**src/rtl/uart_tx_arb_pkg.sv**
```systemverilog
// ---------------------------------------------------------------------------
// uart_tx_arb_pkg
// Shared definitions for the UART transmit arbiter:
//   arb_state_e   - arbiter FSM state (IDLE / LOCKED)
//   UART_NEWLINE  - byte value that terminates a message and ends a grant
// ---------------------------------------------------------------------------
package uart_tx_arb_pkg;

    typedef enum logic [0:0] {
        IDLE   = 1'b0,
        LOCKED = 1'b1
    } arb_state_e;

    localparam logic [7:0] UART_NEWLINE = 8'h0A;

endpackage

```
**src/rtl/uart_tx_rr_pick.sv**
```systemverilog
// ---------------------------------------------------------------------------
// uart_tx_rr_pick
// Purely combinational round-robin picker. Searches req starting at ptr and
// wrapping modulo N_REQ; the first asserted request found wins.
// Ports:
//   req  [N_REQ-1:0] - request vector
//   ptr  [IDXW-1:0]  - highest-priority index (must be < N_REQ)
//   any              - at least one request asserted
//   idx  [IDXW-1:0]  - winning index (0 when any is low)
// ---------------------------------------------------------------------------
module uart_tx_rr_pick
    import uart_tx_arb_pkg::*;
#(
    parameter  int N_REQ = 4,
    localparam int IDXW  = $clog2(N_REQ)
) (
    input  logic [N_REQ-1:0] req,
    input  logic [IDXW-1:0]  ptr,
    output logic             any,
    output logic [IDXW-1:0]  idx
);

    logic [IDXW:0] sum_s;
    logic [IDXW:0] cand_s;
    logic          hit_s;

    // Walk offsets from farthest to nearest so the nearest hit to ptr is the last write.
    always_comb begin
        any    = 1'b0;
        idx    = '0;
        sum_s  = '0;
        cand_s = '0;
        hit_s  = 1'b0;
        for (int k = N_REQ - 1; k >= 0; k--) begin
            sum_s  = {1'b0, ptr} + (IDXW + 1)'(k);
            cand_s = (sum_s >= (IDXW + 1)'(N_REQ)) ? (sum_s - (IDXW + 1)'(N_REQ)) : sum_s;
            hit_s  = req[cand_s[IDXW-1:0]];
            any    = any | hit_s;
            idx    = hit_s ? cand_s[IDXW-1:0] : idx;
        end
    end

endmodule

```
**src/rtl/uart_tx_arbiter.sv**
```systemverilog
// ---------------------------------------------------------------------------
// uart_tx_arbiter
// Grants one of N_REQ byte-stream requesters exclusive access to a single
// UART transmitter. A grant lasts until a newline is sent, MAX_BURST bytes
// have been sent, or the owner stays idle for IDLE_TIMEOUT cycles. Winners
// are chosen round-robin; the data path from owner to transmitter is purely
// combinational.
// Ports:
//   clock, reset            - clock and synchronous active-high reset
//   in_valid/in_bits        - per-requester byte stream (byte i at [8i+7:8i])
//   in_ready                - per-requester accept (only the owner's can be high)
//   out_valid/out_bits      - byte toward the transmitter
//   out_ready               - transmitter accept
//   busy                    - a requester currently holds the grant
//   grant_idx               - current or most recent owner
// ---------------------------------------------------------------------------
module uart_tx_arbiter
    import uart_tx_arb_pkg::*;
#(
    parameter  int N_REQ        = 4,
    parameter  int MAX_BURST    = 64,
    parameter  int IDLE_TIMEOUT = 256,
    localparam int IDXW         = $clog2(N_REQ)
) (
    input  logic                 clock,
    input  logic                 reset,
    input  logic [N_REQ-1:0]     in_valid,
    input  logic [8*N_REQ-1:0]   in_bits,
    output logic [N_REQ-1:0]     in_ready,
    output logic                 out_valid,
    output logic [7:0]           out_bits,
    input  logic                 out_ready,
    output logic                 busy,
    output logic [IDXW-1:0]      grant_idx
);

    localparam int              BCW        = $clog2(MAX_BURST + 1);
    localparam int              ICW        = $clog2(IDLE_TIMEOUT + 1);
    localparam logic [BCW-1:0]  BURST_LAST = BCW'(MAX_BURST - 1);
    localparam logic [ICW-1:0]  IDLE_LAST  = ICW'(IDLE_TIMEOUT - 1);
    localparam logic [IDXW-1:0] IDX_MAX    = IDXW'(N_REQ - 1);

    arb_state_e       state_r, state_next_s;
    logic [IDXW-1:0]  owner_r, owner_next_s;
    logic [IDXW-1:0]  rr_ptr_r, rr_ptr_next_s;
    logic [BCW-1:0]   burst_cnt_r, burst_cnt_next_s;
    logic [ICW-1:0]   idle_cnt_r, idle_cnt_next_s;

    logic             pick_any_s;
    logic [IDXW-1:0]  pick_idx_s;
    logic             locked_s;
    logic             owner_valid_s;
    logic [7:0]       owner_bits_s;
    logic             xfer_s;
    logic             last_byte_s;
    logic             timeout_s;
    logic             release_s;

    uart_tx_rr_pick #(
        .N_REQ (N_REQ)
    ) u_pick (
        .req (in_valid),
        .ptr (rr_ptr_r),
        .any (pick_any_s),
        .idx (pick_idx_s)
    );

    // locked_s is forced low during reset so nothing is forwarded or accepted in a reset cycle.
    assign locked_s      = (state_r == LOCKED) && !reset;
    assign owner_valid_s = in_valid[owner_r];
    assign owner_bits_s  = in_bits[{owner_r, 3'b000} +: 8];
    assign xfer_s        = locked_s && owner_valid_s && out_ready;
    // The burst limit fires on the transfer that would bring the count to MAX_BURST.
    assign last_byte_s   = (owner_bits_s == UART_NEWLINE) || (burst_cnt_r == BURST_LAST);
    // The cycle that would bring idle_cnt to IDLE_TIMEOUT releases instead of counting.
    assign timeout_s     = locked_s && !owner_valid_s && (idle_cnt_r == IDLE_LAST);
    assign release_s     = (xfer_s && last_byte_s) || timeout_s;

    assign busy          = locked_s;
    assign grant_idx     = reset ? '0 : owner_r;

    // State and counter registers with synchronous reset.
    always_ff @(posedge clock) begin
        if (reset) begin
            state_r     <= IDLE;
            owner_r     <= '0;
            rr_ptr_r    <= '0;
            burst_cnt_r <= '0;
            idle_cnt_r  <= '0;
        end else begin
            state_r     <= state_next_s;
            owner_r     <= owner_next_s;
            rr_ptr_r    <= rr_ptr_next_s;
            burst_cnt_r <= burst_cnt_next_s;
            idle_cnt_r  <= idle_cnt_next_s;
        end
    end

    // Next-state logic: arbitrate in IDLE, count and release in LOCKED.
    always_comb begin
        state_next_s     = state_r;
        owner_next_s     = owner_r;
        rr_ptr_next_s    = rr_ptr_r;
        burst_cnt_next_s = burst_cnt_r;
        idle_cnt_next_s  = idle_cnt_r;
        case (state_r)
            IDLE: begin
                if (pick_any_s) begin
                    state_next_s = LOCKED;
                    owner_next_s = pick_idx_s;
                end else begin
                    state_next_s = IDLE;
                end
            end
            LOCKED: begin
                if (release_s) begin
                    // Pending requests are re-arbitrated next cycle, leaving one bubble.
                    state_next_s     = IDLE;
                    rr_ptr_next_s    = (owner_r == IDX_MAX) ? '0 : owner_r + IDXW'(1);
                    burst_cnt_next_s = '0;
                    idle_cnt_next_s  = '0;
                end else begin
                    burst_cnt_next_s = xfer_s ? burst_cnt_r + BCW'(1) : burst_cnt_r;
                    idle_cnt_next_s  = owner_valid_s ? '0 : idle_cnt_r + ICW'(1);
                end
            end
            default: begin
                state_next_s = IDLE;
            end
        endcase
    end

    // Combinational data path: connect the owner straight to the transmitter.
    always_comb begin
        out_valid = 1'b0;
        out_bits  = 8'h00;
        in_ready  = '0;
        if (locked_s) begin
            out_valid         = owner_valid_s;
            out_bits          = owner_bits_s;
            in_ready[owner_r] = out_ready;
        end else begin
            out_valid = 1'b0;
        end
    end

endmodule

```
**config.mk**
```make
export PLATFORM = sky130hd
export DESIGN_NAME = uart_tx_arbiter
export DESIGN_NICKNAME = d
export VERILOG_FILES = /design/src/rtl/uart_tx_arb_pkg.sv /design/src/rtl/uart_tx_rr_pick.sv /design/src/rtl/uart_tx_arbiter.sv
export SDC_FILE = /design/constraint.sdc
export NUM_CORES = 1
export LEC_CHECK = 0
export BUFFER_PORTS_ARGS = -buffer_cell sky130_fd_sc_hd__buf_2
export CORE_MARGIN = 8
export CORE_UTILIZATION = 52
export DETAILED_ROUTE_END_ITERATION = 8
export PLACE_DENSITY = 0.85
export SYNTH_ARGS = -nofsm -noshare
export SYNTH_HDL_FRONTEND = slang
export SYNTH_SLANG_ARGS = --single-unit
```
**constraint.sdc**
```tcl
create_clock -name clock -period 6.63 [get_ports clock]
set_input_delay 1.326 -clock clock [delete_from_list [all_inputs] [get_ports clock]]
set_output_delay 1.326 -clock clock [all_outputs]
set_load 0.03 [all_outputs]
```
# Word level (Yosys, flattened, before mapping)
# Index checks and enable logic that the tools add are counted.
# word_totals
input_bits	39
output_inout_bits	16
reg_bits	21
word_cells	82
# op_classes
n_mux	32
magnitude_cmp	10
n_addsub	10
reduce_logical	15
shifts	1
n_bitwise	5
n_eq_ne	4
# ops
cell	count
$shiftx 32x6->8	1
$mux 2	10
$mux 9	2
$lt 2x3->1 const B	5
$mux 7	2
$bmux 1 s2	5
$add 9x1->9 const B	1
$eq 9x8->1 const B	1
$ge 3x3->1 const B	3
$mux 1	9
$eq 8x4->1 const B	1
$mux 8	1
$sub 2x1->2 const B	4
$add 7x1->7 const B	1
$eq 7x6->1 const B	1
$logic_and 1x1->1	7
$add 2x2->3 const B	2
$reduce_and 2->1	3
$and 4x4->4	1
$mux 4	1
$add 2x1->3 const B	1
$ge 2x3->1 const B	1
$or 1x1->1	3
$add 2x1->2 const B	1
8 further kinds	10

# Depth between registers and ports, before layout
# Gate-level depths: netlist of the first run.
# depth
ltp_word	10
depth_mapped	10
depth_no_buf	10

# Hierarchy
# From an unflattened synthesis of the first run, not the netlist that was laid out.
# hier_totals
hier_cells	175
hier_area_um2	1524.0
# by_module_without_submodules
mod	area_per_inst_um2	cells_each	seq_area_each_um2	instances
uart_tx_arbiter	1446.4	162	420.4	1
uart_tx_rr_pick	77.6	13	0.0	1

# Worst setup path after synthesis of the first run
# OpenSTA, ideal clock, no wires.
# synth_path
path_type	input port to output port
from	in reset
to	out out_bits[0]
slack_ns	2.825
stages	4
arrival_ns	2.479
required_ns	5.304
path_buffers	2
cell_sequence	clkbuf_1 nor2_1 clkbuf_1 and2_1
# synth_via
elab_chain_len	3
# synth_lines
element	line	source
start, declared	uart_tx_arbiter.sv:26	input logic reset,
$logic_not 1->1	uart_tx_arbiter.sv:69	assign locked_s = (state_r == LOCKED) && !reset;
$logic_and 1x1->1	uart_tx_arbiter.sv:69	
via busy	uart_tx_arbiter.sv:33	output logic busy,
$mux 8	uart_tx_arbiter.sv:138	if (locked_s) begin
end, declared	uart_tx_arbiter.sv:31	output logic [7:0] out_bits,
# The timed path passes the listed nets, and every way through them passes these cells.

# Worst setup path after layout of the first run
# layout_path
from	in reset
to	out in_ready[3]
# layout_via
elab_chain_len	3
# layout_lines
element	line	source
$logic_not 1->1	uart_tx_arbiter.sv:69	
$logic_and 1x1->1	uart_tx_arbiter.sv:69	
$mux 4	uart_tx_arbiter.sv:138	
end, declared	uart_tx_arbiter.sv:29	output logic [N_REQ-1:0] in_ready,
# Every way passes these cells.

==> metrics.md, run 1 <==
| Metric | Value |
|---|---|
| Status | completed |
| CP Buf/Inv Count | 2 |
| Post-DP HPWL | 3024 microns |
| CP Max Fanout | 26 |
| Max-slew violations | 0 |
| Post-DRT Antenna Nets | 0 |
| Internal power | 0.1785 mW |
| Worst path required time | 5.30 ns |
| Most frequent CP cell | buf_2 |
| Arr. time, crit path | 2.57 ns |
| H-tree levels | 1 |
| Post-synth top area share | 27.77% |
| Final worst path period need | 3.900 ns |
| Core ar. | 2758 sq um |
| Post-Synthesis Cell Area | 1514 sq um |
| Residual DRC | 0 |
| Crit-path cells | buf_2 > nor2_1 > and3_1 > buf_2 |
| First-pass GRT wire length | 6361 microns |
| Clock Skew | 0.009524 ns |
| Hold Slack | 0.4775 ns |
| Worst-margin pin slew | 0.6796 ns |
| CTS root buf | clkbuf_4 |
| Ys flop type | dfxtp_1 |
| Slowest-stage cell, CP | nor2_1 |
| Worst Hold Depth | 2 |
| Vias in the first global route | 1337 |
| Via count | 1491 |
| Fin Setup TNS | 0 ns |
| Mean Syn Cell Area | 8.602 sq um |
| Critical path type | in -> out |
| Hold Fails Final Rpt | 0 |
| HP Start | burst_cnt_r[6] |
| Ys async rst share | 0% |
| Die Y | 69.96 microns |
| Period utilization | 58.82% |
| Antenna violations before repair | 0 |
| Mapped Cells | 176 |
| R2r endpoint | burst_cnt_r[3] |
| Synthesis-to-layout area growth | 19.42% |
| R2r startpoint | owner_r[0] |
| Sw Ratio | 29.14% |
| Full die area | 4894 sq um |
| Drt first pass iters | 4 |
| PwrDens | 139.3 nW/um^2 |
| Row count | 19 |
| CTS Buffer Depth | 2 |
| CTS tree | done |
| Post-CTS resize count | 0 |
| Wire length per cell | 14.86 microns |
| Routed Wire Length | 3804 microns |
| R2R Setup Slk | 3.89 ns |
| Iteration-0 DRC Markers | 87 |
| Count leader, synth | dfxtp_1 |
| Ranking of synthesized cells by area | dfxtp_1 28%, mux4_2 12%, a21oi_1 6.0% |
| Leakage power | 0.7520 nW |
| Max Freq | 256.4 MHz |
| GRT Total Usage | 15.23% |
| Max incr delay on CP | 0.57 ns |
| Psw | 0.07341 mW |
| Crit path max-delay family | simple AND/OR/NAND/NOR gates |
| Initial Utilization | 54.90% |
| VDD IR max | 0.1091 mV |
| GRT Residual Overflow | 0 |
| Vias/cell | 5.824 |
| Synth cell count leaders | 21 x dfxtp_1, 18 x a21oi_1, 15 x nor2_1 |
| Yosys top cell by area | dfxtp_1 |
| Post-synth EDFFs | 0 |
| Die X-Extent | 69.96 microns |
| Final setup viols | 0 |
| Diodes inserted | 0 |
| CP Launch Type | input pin |
| Yosys reg bits | 21 |
| Min-Delay Endpoint | burst_cnt_r[6] |
| Worst Hold Class | reg -> reg |
| Clock slew at reported path FFs | 0.11 ns |
| Largest net degree at the start of global routing | 27 |
| IO Pins | 55 |
| Clk_lat worst skew | 0.31 ns |
| Worst r2r path cells | 5 |
| Sink Count | 21 |
| GP Congestion | 0.8295 |
| RSZ-0062 raised after global routing | false |
| Yosys cell types | 37 |
| # hold bufs at CTS | 0 |
| Combinational share of power | 23.3% |
| Total number of yosys warnings | 0 |
| Share of layout cells above drive strength 1 | 31.11% |
| Clock power frac | 24.1% |
| Rel. slew slack | 54.63% |
| Final net count | 272 |
| Max-cap violations | 0 |
| Post-CTS Setup Bufs | 0 |
| Number of buffers created by CTS | 3 |
| Post-synthesis sequential area ratio | 27.77% |
| Worst setup EP type | output port |
| Port bufs | 54 |
| Seq pwr share | 52.7% |
| Synthesized Nets | 222 |
==> placed cells by master, fill, tap and decap left out, types with 4 or more instances in the layout <==
cell | netlist | layout
buf_2 | 0 | 54
dfxtp_1 | 21 | 21
a21oi_1 | 18 | 18
nor2_1 | 15 | 15
nand2_1 | 11 | 11
and2_1 | 9 | 9
nand3_1 | 9 | 9
and3_1 | 8 | 8
mux4_2 | 8 | 8
nor3_1 | 8 | 8
o21ai_1 | 7 | 7
ha_1 | 7 | 7
inv_1 | 5 | 5
a31oi_1 | 4 | 4
==> layer usage <==
layer / vias to the layer above / global-route usage (%) / wire length [microns]
met5: - / 0 / 0
met4: 0 / 5.357 / 55
met3: 5 / 4.944 / 402
met2: 65 / 21.93 / 1545
met1: 661 / 20.60 / 1801
li1: 760 / - / -
==> layout make-up <==
| class | count | area, sq um |
|---|---|---|
| fillers | 246 | 949.7 |
| clock buffers | 4 | 26.28 |
| repair buffers | 54 | 270.3 |
| multi-input cells | 140 | 1030 |
| well taps | 31 | 38.79 |
| flip-flops and latches | 21 | 420.4 |
| inverters | 6 | 22.52 |
==> worst reg2reg max path, stage by stage (launching register included) <==
cell and delay, ns:
dfxtp_1 0.77, mux4_2 0.70, mux2i_1 0.17, nand2b_1 0.31, or4_1 0.58, a31oi_1 0.17
==> stage by stage <==
stage               setup WS, ns  util, %  cell area, sq um  power, mW  instances
finish                     2.730    65.56              1808     0.2519        256
detailed placement         2.710    64.61              1782     0.1944        252
floorplan                  2.825        -              1514     0.1743        176
global placement           2.789    64.61              1782     0.1937        252
global route               2.535    65.56              1808     0.2667        256
CTS                        2.712    65.56              1808     0.2561        256
==> logic make-up after synthesis <==
group / after synthesis / synth area share (%)
compound gates: 43 / 17.11
fa+ha+maj: 7 / 5.785
buf+inv: 15 / 4.215
flops: 21 / 27.77
mux: 11 / 14.96
simple gates: 79 / 30.17
==> worst max path at each step <==
stage	from	to	slack [ns]	cells past startpoint
after floorplan	reset	out_bits[0]	2.82	4
after global placement	reset	out_bits[3]	2.79	4
after detailed placement	reset	in_ready[3]	2.71	4
after CTS	reset	in_ready[3]	2.71	4
after global routing	reset	in_ready[2]	2.53	4
final	reset	in_ready[3]	2.73	4
==> state kept, by name (all words and copies together) (netlist names) <==
signal / flops
burst_cnt_r: 7
idle_cnt_r: 9
owner_r: 2
rr_ptr_r: 2
state_r: 1
==> power groups by stage <==
stage	clock, mW	combinational, mW	sequential, mW
after global routing	0.0687	0.0644	0.134
after detailed placement	0	0.0587	0.136
after global placement	0	0.0581	0.136
after floorplan	0	0.0418	0.132
after CTS	0.0644	0.0589	0.133
final	0.0606	0.0586	0.133
No activity file was read; power rests on OpenSTA's default activity.
==> run 2: changes to the inputs <==
--- a/config.mk
+++ b/config.mk
@@ -7,9 +7,9 @@
 export LEC_CHECK = 0
 export BUFFER_PORTS_ARGS = -buffer_cell sky130_fd_sc_hd__buf_2
 export CORE_MARGIN = 8
-export CORE_UTILIZATION = 52
+export CORE_UTILIZATION = 45
 export DETAILED_ROUTE_END_ITERATION = 8
-export PLACE_DENSITY = 0.85
+export PLACE_DENSITY = 0.79
 export SYNTH_ARGS = -nofsm -noshare
 export SYNTH_HDL_FRONTEND = slang
 export SYNTH_SLANG_ARGS = --single-unit
==> constraint.sdc (replaced) <==
create_clock -name clock -period 3.2 [get_ports clock]
set_input_delay 0.64 -clock clock [delete_from_list [all_inputs] [get_ports clock]]
set_output_delay 0.64 -clock clock [all_outputs]
set_load 0.03 [all_outputs]
==> metrics.md, run 2 (same netlist as run 1, synthesis figures left out) <==
| Metric | Value |
|---|---|
| CTS tree | done |
| Worst path required time | 2.56 ns (-2.74 ns) |
| Critical path type | reg -> out |
| VDD IR max | 0.1524 mV (+40%) |
| Sink Count | 21 (unchanged) |
| Fillers | 310 (+26%) |
| Post-DRT Antenna Nets | 0 (unchanged) |
| Post-CTS Setup Bufs | 0 (unchanged) |
| Drt first pass iters | 4 (unchanged) |
| Max reg flops | 9 (unchanged) |
| CP Max Fanout | 9 (-65%) |
| Period utilization | 84.72% |
| Max Freq | 368.9 MHz |
| Number of buffers created by CTS | 3 (unchanged) |
| Vias/cell | 5.498 (-5.6%) |
| Multi-input combinational cell area | 1030 sq um (unchanged) |
| First-pass GRT wire length | 6492 microns (+2.1%) |
| Biggest regs | idle_cnt_r: 9 flops, burst_cnt_r: 7 flops |
| Worst setup EP type | output port |
| Most frequent cells in the layout | 54 x buf_2, 21 x dfxtp_1, 18 x a21oi_1 |
| Post-CTS resize count | 0 (unchanged) |
| Worst Hold Class | reg -> reg |
| Clock Skew | 0.004441 ns (-0.005083 ns) |
| Wire length per cell | 13.76 microns (-7.4%) |
| Row count | 21 (+2) |
| Sequential Area | 420.4 sq um (unchanged) |
| Vias in the first global route | 1359 (+1.6%) |
| IO Pins | 55 (unchanged) |
| Worst-margin pin slew | 0.6107 ns (-0.06889 ns) |
| Hold Fails Final Rpt | 0 (unchanged) |
| Full die area | 5476 sq um (+12%) |
| Status | completed |
| GP Congestion | 0.8263 (-0.39%) |
| Port bufs | 54 (unchanged) |
| Post-DP HPWL | 3034 microns (+0.31%) |
| Die Y | 74 microns (+5.8%) |
| Rel. slew slack | 58.97% (+4.3 points) |
| Max-cap violations | 0 (unchanged) |
| Most common cell after layout, fill and taps aside | buf_2 |
| Fin Setup TNS | 0 ns (unchanged) |
| Final net count | 274 (+0.74%) |
| Synthesis-to-layout area growth | 21.65% |
| Iteration-0 DRC Markers | 80 (-8.0%) |
| Die X-Extent | 74 microns (+5.8%) |
| Largest net degree at the start of global routing | 27 (unchanged) |
| GRT Residual Overflow | 0 (unchanged) |
| RSZ-0062 raised after global routing | false |
| Share of layout cells above drive strength 1 | 31.72% (+0.61 points) |
| CTS root buf | clkbuf_4 |
| Pre-CTS WS | 0.5994 ns (-2.111 ns) |
| GRT Total Usage | 14.66% (-0.56 points) |
| Final setup viols | 0 (unchanged) |
| Most flop-heavy register | idle_cnt_r |
| CTS Buffer Depth | 2 (unchanged) |
| Antenna violations before repair | 0 (unchanged) |
| Tot Pwr | 0.5224 mW (+110%) |
| H-tree levels | 1 (unchanged) |
| Clock slew at reported path FFs | 0.11 ns (about the same) |
| CP Launch Type | flop |
| PwrDens | 283.7 nW/um^2 (+100%) |
| Diodes inserted | 0 (unchanged) |
| Routed Wire Length | 3756 microns (-1.3%) |
| Via count | 1501 (+0.67%) |
| Initial Utilization | 46.10% (-8.8 points) |
| Core ar. | 3284 sq um (+19%) |
| Residual DRC | 0 (unchanged) |
| # hold bufs at CTS | 0 (unchanged) |
| Post-Layout Inst Area | 1842 sq um (+1.9%) |
| Placed instance area | 1815 sq um (+1.9%) |
| Final Worst Setup Slack | 0.4890 ns (-2.241 ns) |
| Arr. time, crit path | 2.07 ns (-0.50 ns) |
| Clk_lat worst skew | 0.30 ns (about the same) |
| Max-slew violations | 0 (unchanged) |
| Final worst path period need | 2.711 ns |
| Leakage power | 0.7625 nW (+1.4%) |
## run 2: changes by cell type in the layout (fill, tap and decap cells not counted)
| cell | change |
|---|---|
| buf_4 | +2 |
## run 2: routing by layer
| layer | track usage, % | routed length (microns) | vias to the layer above |
|---|---|---|---|
| met5 | 0 | 0 | - |
| met4 | 2.661 | 28 | 0 |
| met3 | 2.830 | 139 | 2 |
| met2 | 24.51 | 1932 | 27 |
| met1 | 19.08 | 1655 | 708 |
| li1 | - | - | 764 |
## run 2: metrics by stage
stage	util (%)	std cells	hold WS (ns)
after floorplan	-	176	0.4388
after global placement	55.28	269	0.4612
after detailed placement	55.28	269	0.4664
after CTS	56.08	273	0.4847
after global routing	56.08	273	0.5140
final	56.08	273	0.4811
## run 2: final timing paths
path | to | startpoint | depth (start not counted) | slack (ns)
worst min-delay path | burst_cnt_r[6] | burst_cnt_r[6] | 2 | 0.48
worst max register to register | burst_cnt_r[4] | idle_cnt_r[0] | 9 | 0.64
worst max-delay path | out_bits[3] | owner_r[0] | 4 | 0.49
worst min register to register | burst_cnt_r[6] | burst_cnt_r[6] | 2 | 0.48
## run 2: final cells by class
class,instances,share of cell area [%]
multi-input combinational,140,55.91
sequential,21,22.83
timing repair buffer,56,15.49
tap,46,3.125
clock buffer,4,1.427
inverter,6,1.223
## run 2: critical path, cell delays in order (launching register included)
cell     delay, ns
dfxtp_1       0.61
buf_4         0.25
mux4_1        0.57
and2_1        0.17
buf_2         0.17
## run 2: power by group
part | switching, mW | leakage [nW] | total, mW | internal [mW]
clock | 0.0754 | 0.0150 | 0.124 | 0.0485
sequential | 0.00852 | 0.170 | 0.274 | 0.265
combinational | 0.0672 | 0.578 | 0.125 | 0.0577
==> run 3: changes to the inputs <==
--- a/config.mk
+++ b/config.mk
@@ -5,9 +5,10 @@
 export SDC_FILE = /design/constraint.sdc
 export NUM_CORES = 1
 export LEC_CHECK = 0
+export ABC_AREA = 1
 export BUFFER_PORTS_ARGS = -buffer_cell sky130_fd_sc_hd__buf_2
 export CORE_MARGIN = 8
-export CORE_UTILIZATION = 45
+export CORE_UTILIZATION = 47
 export DETAILED_ROUTE_END_ITERATION = 8
 export PLACE_DENSITY = 0.79
 export SYNTH_ARGS = -nofsm -noshare
==> constraint.sdc (replaced) <==
create_clock -name clock -period 2.45 [get_ports clock]
set_input_delay 0.49 -clock clock [delete_from_list [all_inputs] [get_ports clock]]
set_output_delay 0.49 -clock clock [all_outputs]
set_load 0.03 [all_outputs]
==> metrics.md, run 3 <==
| Metric | Value |
|---|---|
| Period utilization | 82.40% |
| Routed Wire Length | 4560 microns (+21%) |
| Port bufs | 54 (unchanged) |
| Placed instance area | 2108 sq um (+16%) |
| Synth cell count leaders | 99 x nand2_1, 39 x nor2_1, 28 x nand3_1 |
| Synthesized Nets | 339 (+53%) |
| Count leader, synth | nand2_1 |
| GRT Residual Overflow | 0 (unchanged) |
| R2R Setup Slk | 0.43 ns (-0.21 ns) |
| Max reg flops | 9 (unchanged) |
| Post-DP HPWL | 3458 microns (+14%) |
| Biggest regs | idle_cnt_r: 9 flops, burst_cnt_r: 7 flops |
| Ys async rst share | 0% (unchanged) |
| Critical path type | reg -> reg |
| Total number of yosys warnings | 0 (unchanged) |
| Clk_lat worst skew | 0.26 ns (-0.04 ns) |
| Residual DRC | 0 (unchanged) |
| RSZ-0062 raised after global routing | false |
| Post-Synthesis Cell Area | 1839 sq um (+21%) |
| Share of layout cells above drive strength 1 | 28.20% (-3.5 points) |
| Final setup viols | 0 (unchanged) |
| Post-synthesis sequential area ratio | 22.86% (-4.9 points) |
| Leakage power | 1.042 nW (+37%) |
| Number of buffers created by CTS | 3 (unchanged) |
| Row count | 22 (+4.8%) |
| Clock slew at reported path FFs | 0.07 ns (-0.04 ns) |
| CTS tree | done |
| HP Start | burst_cnt_r[1] |
| Tot Pwr | 0.8243 mW (+58%) |
| R2r startpoint | idle_cnt_r[0] |
| Synthesis-to-layout area growth | 17.08% |
| Die X-Extent | 78.56 microns (+6.2%) |
| Max-cap violations | 0 (unchanged) |
| Post-CTS resize count | 0 (unchanged) |
| GP Congestion | 0.8473 (+2.5%) |
| CTS Buffer Depth | 2 (unchanged) |
| IO Pins | 55 (unchanged) |
| Antenna violations before repair | 0 (unchanged) |
| Critical path startpoint | idle_cnt_r[0] |
| Clock Skew | 0.002801 ns (-0.001640 ns) |
| Most common cell after layout, fill and taps aside | nand2_1 |
| Core ar. | 3716 sq um (+13%) |
| Hold Fails Final Rpt | 0 (unchanged) |
| Die Y | 78.56 microns (+6.2%) |
| First-pass GRT wire length | 7769 microns (+20%) |
| Final net count | 391 (+43%) |
| Ranking of synthesized cells by area | dfxtp_1 23%, nand2_1 20%, nor2_1 8.0% |
| Post-synth top area share | 22.86% (-4.9 points) |
| Wire length per cell | 11.63 microns (-15%) |
| CP Launch Type | flop |
| Yosys reg bits | 21 (unchanged) |
| CTS root buf | clkbuf_8 |
| Post-Layout Inst Area | 2153 sq um (+17%) |
| Initial Utilization | 49.49% (+3.4 points) |
| Mean Syn Cell Area | 6.277 sq um (-27%) |
| Yosys top cell by area | dfxtp_1 |
| Full die area | 6171 sq um (+13%) |
| Ys flop type | dfxtp_1 |
| Post-synth EDFFs | 0 (unchanged) |
| Worst Hold Class | reg -> reg |
| Diodes inserted | 0 (unchanged) |
| Worst-margin pin slew | 0.3501 ns (-0.2606 ns) |
| Sink Count | 21 (unchanged) |
| # hold bufs at CTS | 0 (unchanged) |
| Status | completed |
| Most frequent cells in the layout | 99 x nand2_1, 54 x buf_2, 39 x nor2_1 |
| Max-slew violations | 0 (unchanged) |
| VDD IR max | 0.2713 mV (+78%) |
| Final worst path period need | 2.019 ns |
| Fin Setup TNS | 0 ns (unchanged) |
| Largest net degree at the start of global routing | 23 (-15%) |
| Mapped Cells | 293 (+66%) |
| Most flop-heavy register | idle_cnt_r |
| Arr. time, crit path | 2.17 ns (+0.10 ns) |
| Yosys cell types | 28 (-24%) |
| Vias in the first global route | 1778 (+31%) |
| PwrDens | 382.8 nW/um^2 (+35%) |
| Post-DRT Antenna Nets | 0 (unchanged) |
| GRT Total Usage | 14.69% (+0.023 points) |
| Iteration-0 DRC Markers | 111 (+39%) |
| Fin util | 57.95% (+1.9 points) |
| Drt first pass iters | 4 (unchanged) |
| Worst setup EP type | flop |
| Max Freq | 495.4 MHz |
| CP Max Fanout | 14 (+5) |
| Vias/cell | 4.923 (-10%) |
| H-tree levels | 1 (unchanged) |
| Worst path required time | 2.60 ns (+0.04 ns) |
| Rel. slew slack | 76.62% (+18 points) |
| Via count | 1930 (+29%) |
| Post-CTS Setup Bufs | 0 (unchanged) |
run 3: cell types whose count changed after synthesis, moves of 6 or more:
cell and delta:
nor2_1 +24, and2_1 -9, a21oi_1 -8, inv_1 +16, nand3_1 +19, nand2_1 +88, xor2_1 +6, and3_1 -7
mux4_2 -8, nand3_2 +10, a21oi_2 +8
run 3: layer usage:
| metal | vias up | share of wire (%) | global-route usage, % |
|---|---|---|---|
| met5 | - | 0 | 0 |
| met4 | 0 | 0.70 | 4.444 |
| met3 | 4 | 10 | 4.100 |
| met2 | 71 | 46 | 26.26 |
| met1 | 827 | 43 | 16.41 |
| li1 | 1028 | - | - |
run 3: worst max-delay path: stages (launching register included):
cell and delay, ns:
dfxtp_1 0.37, ha_1 0.20, nand2_1 0.07, nor2_1 0.14, nand3_1 0.10, nor2_1 0.11, ha_1 0.20, nand3_4 0.09
nor2b_4 0.14, nand2_4 0.10, nand2_4 0.13, nand2_1 0.19, nor2_1 0.07
run 3: where the power goes:
part	total (mW)	switching, mW	leakage (nW)	internal [mW]
combinational	0.248	0.163	0.850	0.0854
sequential	0.353	0.00498	0.170	0.348
clock	0.223	0.107	0.0228	0.116
total	0.824	0.275	1.04	0.549
run 3: cell families (layout without fill, tap and decap cells):
| family | count (synthesis) | in the layout | share of synthesized area [%] |
|---|---|---|---|
| adder cells (fa/ha/maj) | 7 | 7 | 4.762 |
| AO/OA/AOI/OAI | 27 | 27 | 9.320 |
| buffers and inverters | 38 | 89 | 10.68 |
| AND/OR/NAND/NOR | 193 | 193 | 49.05 |
| XOR/XNOR | 7 | 7 | 3.333 |
| flip-flops | 21 | 21 | 22.86 |
run 3: cell type report:
cell class              instances  area, sq um
fillers                       367         1563
multi-input cells             234         1222
flip-flops and latches         21        420.4
repair buffers                 59        307.8
inverters                      26        97.59
well taps                      48        60.06
clock buffers                   4        45.04
run 3: metrics by stage:
stage / cells / hold WS, ns / setup slack (ns)
3_5_place_dp: 388 / 0.4842 / 0.4382
5_1_grt: 392 / 0.5112 / 0.2155
2_1_floorplan: 293 / 0.4562 / 0.2067
4_1_cts: 392 / 0.4945 / 0.4037
3_3_place_gp: 388 / 0.4667 / 0.4988
6_report: 392 / 0.4883 / 0.4313
run 3: path summary, 6_finish.rpt:
| path | to | cells after the start |
|---|---|---|
| worst max-delay path | burst_cnt_r[2] | 12 |
| worst min-delay path | burst_cnt_r[1] | 2 |
| worst max register to register | burst_cnt_r[2] | 12 |
| worst min register to register | burst_cnt_r[1] | 2 |
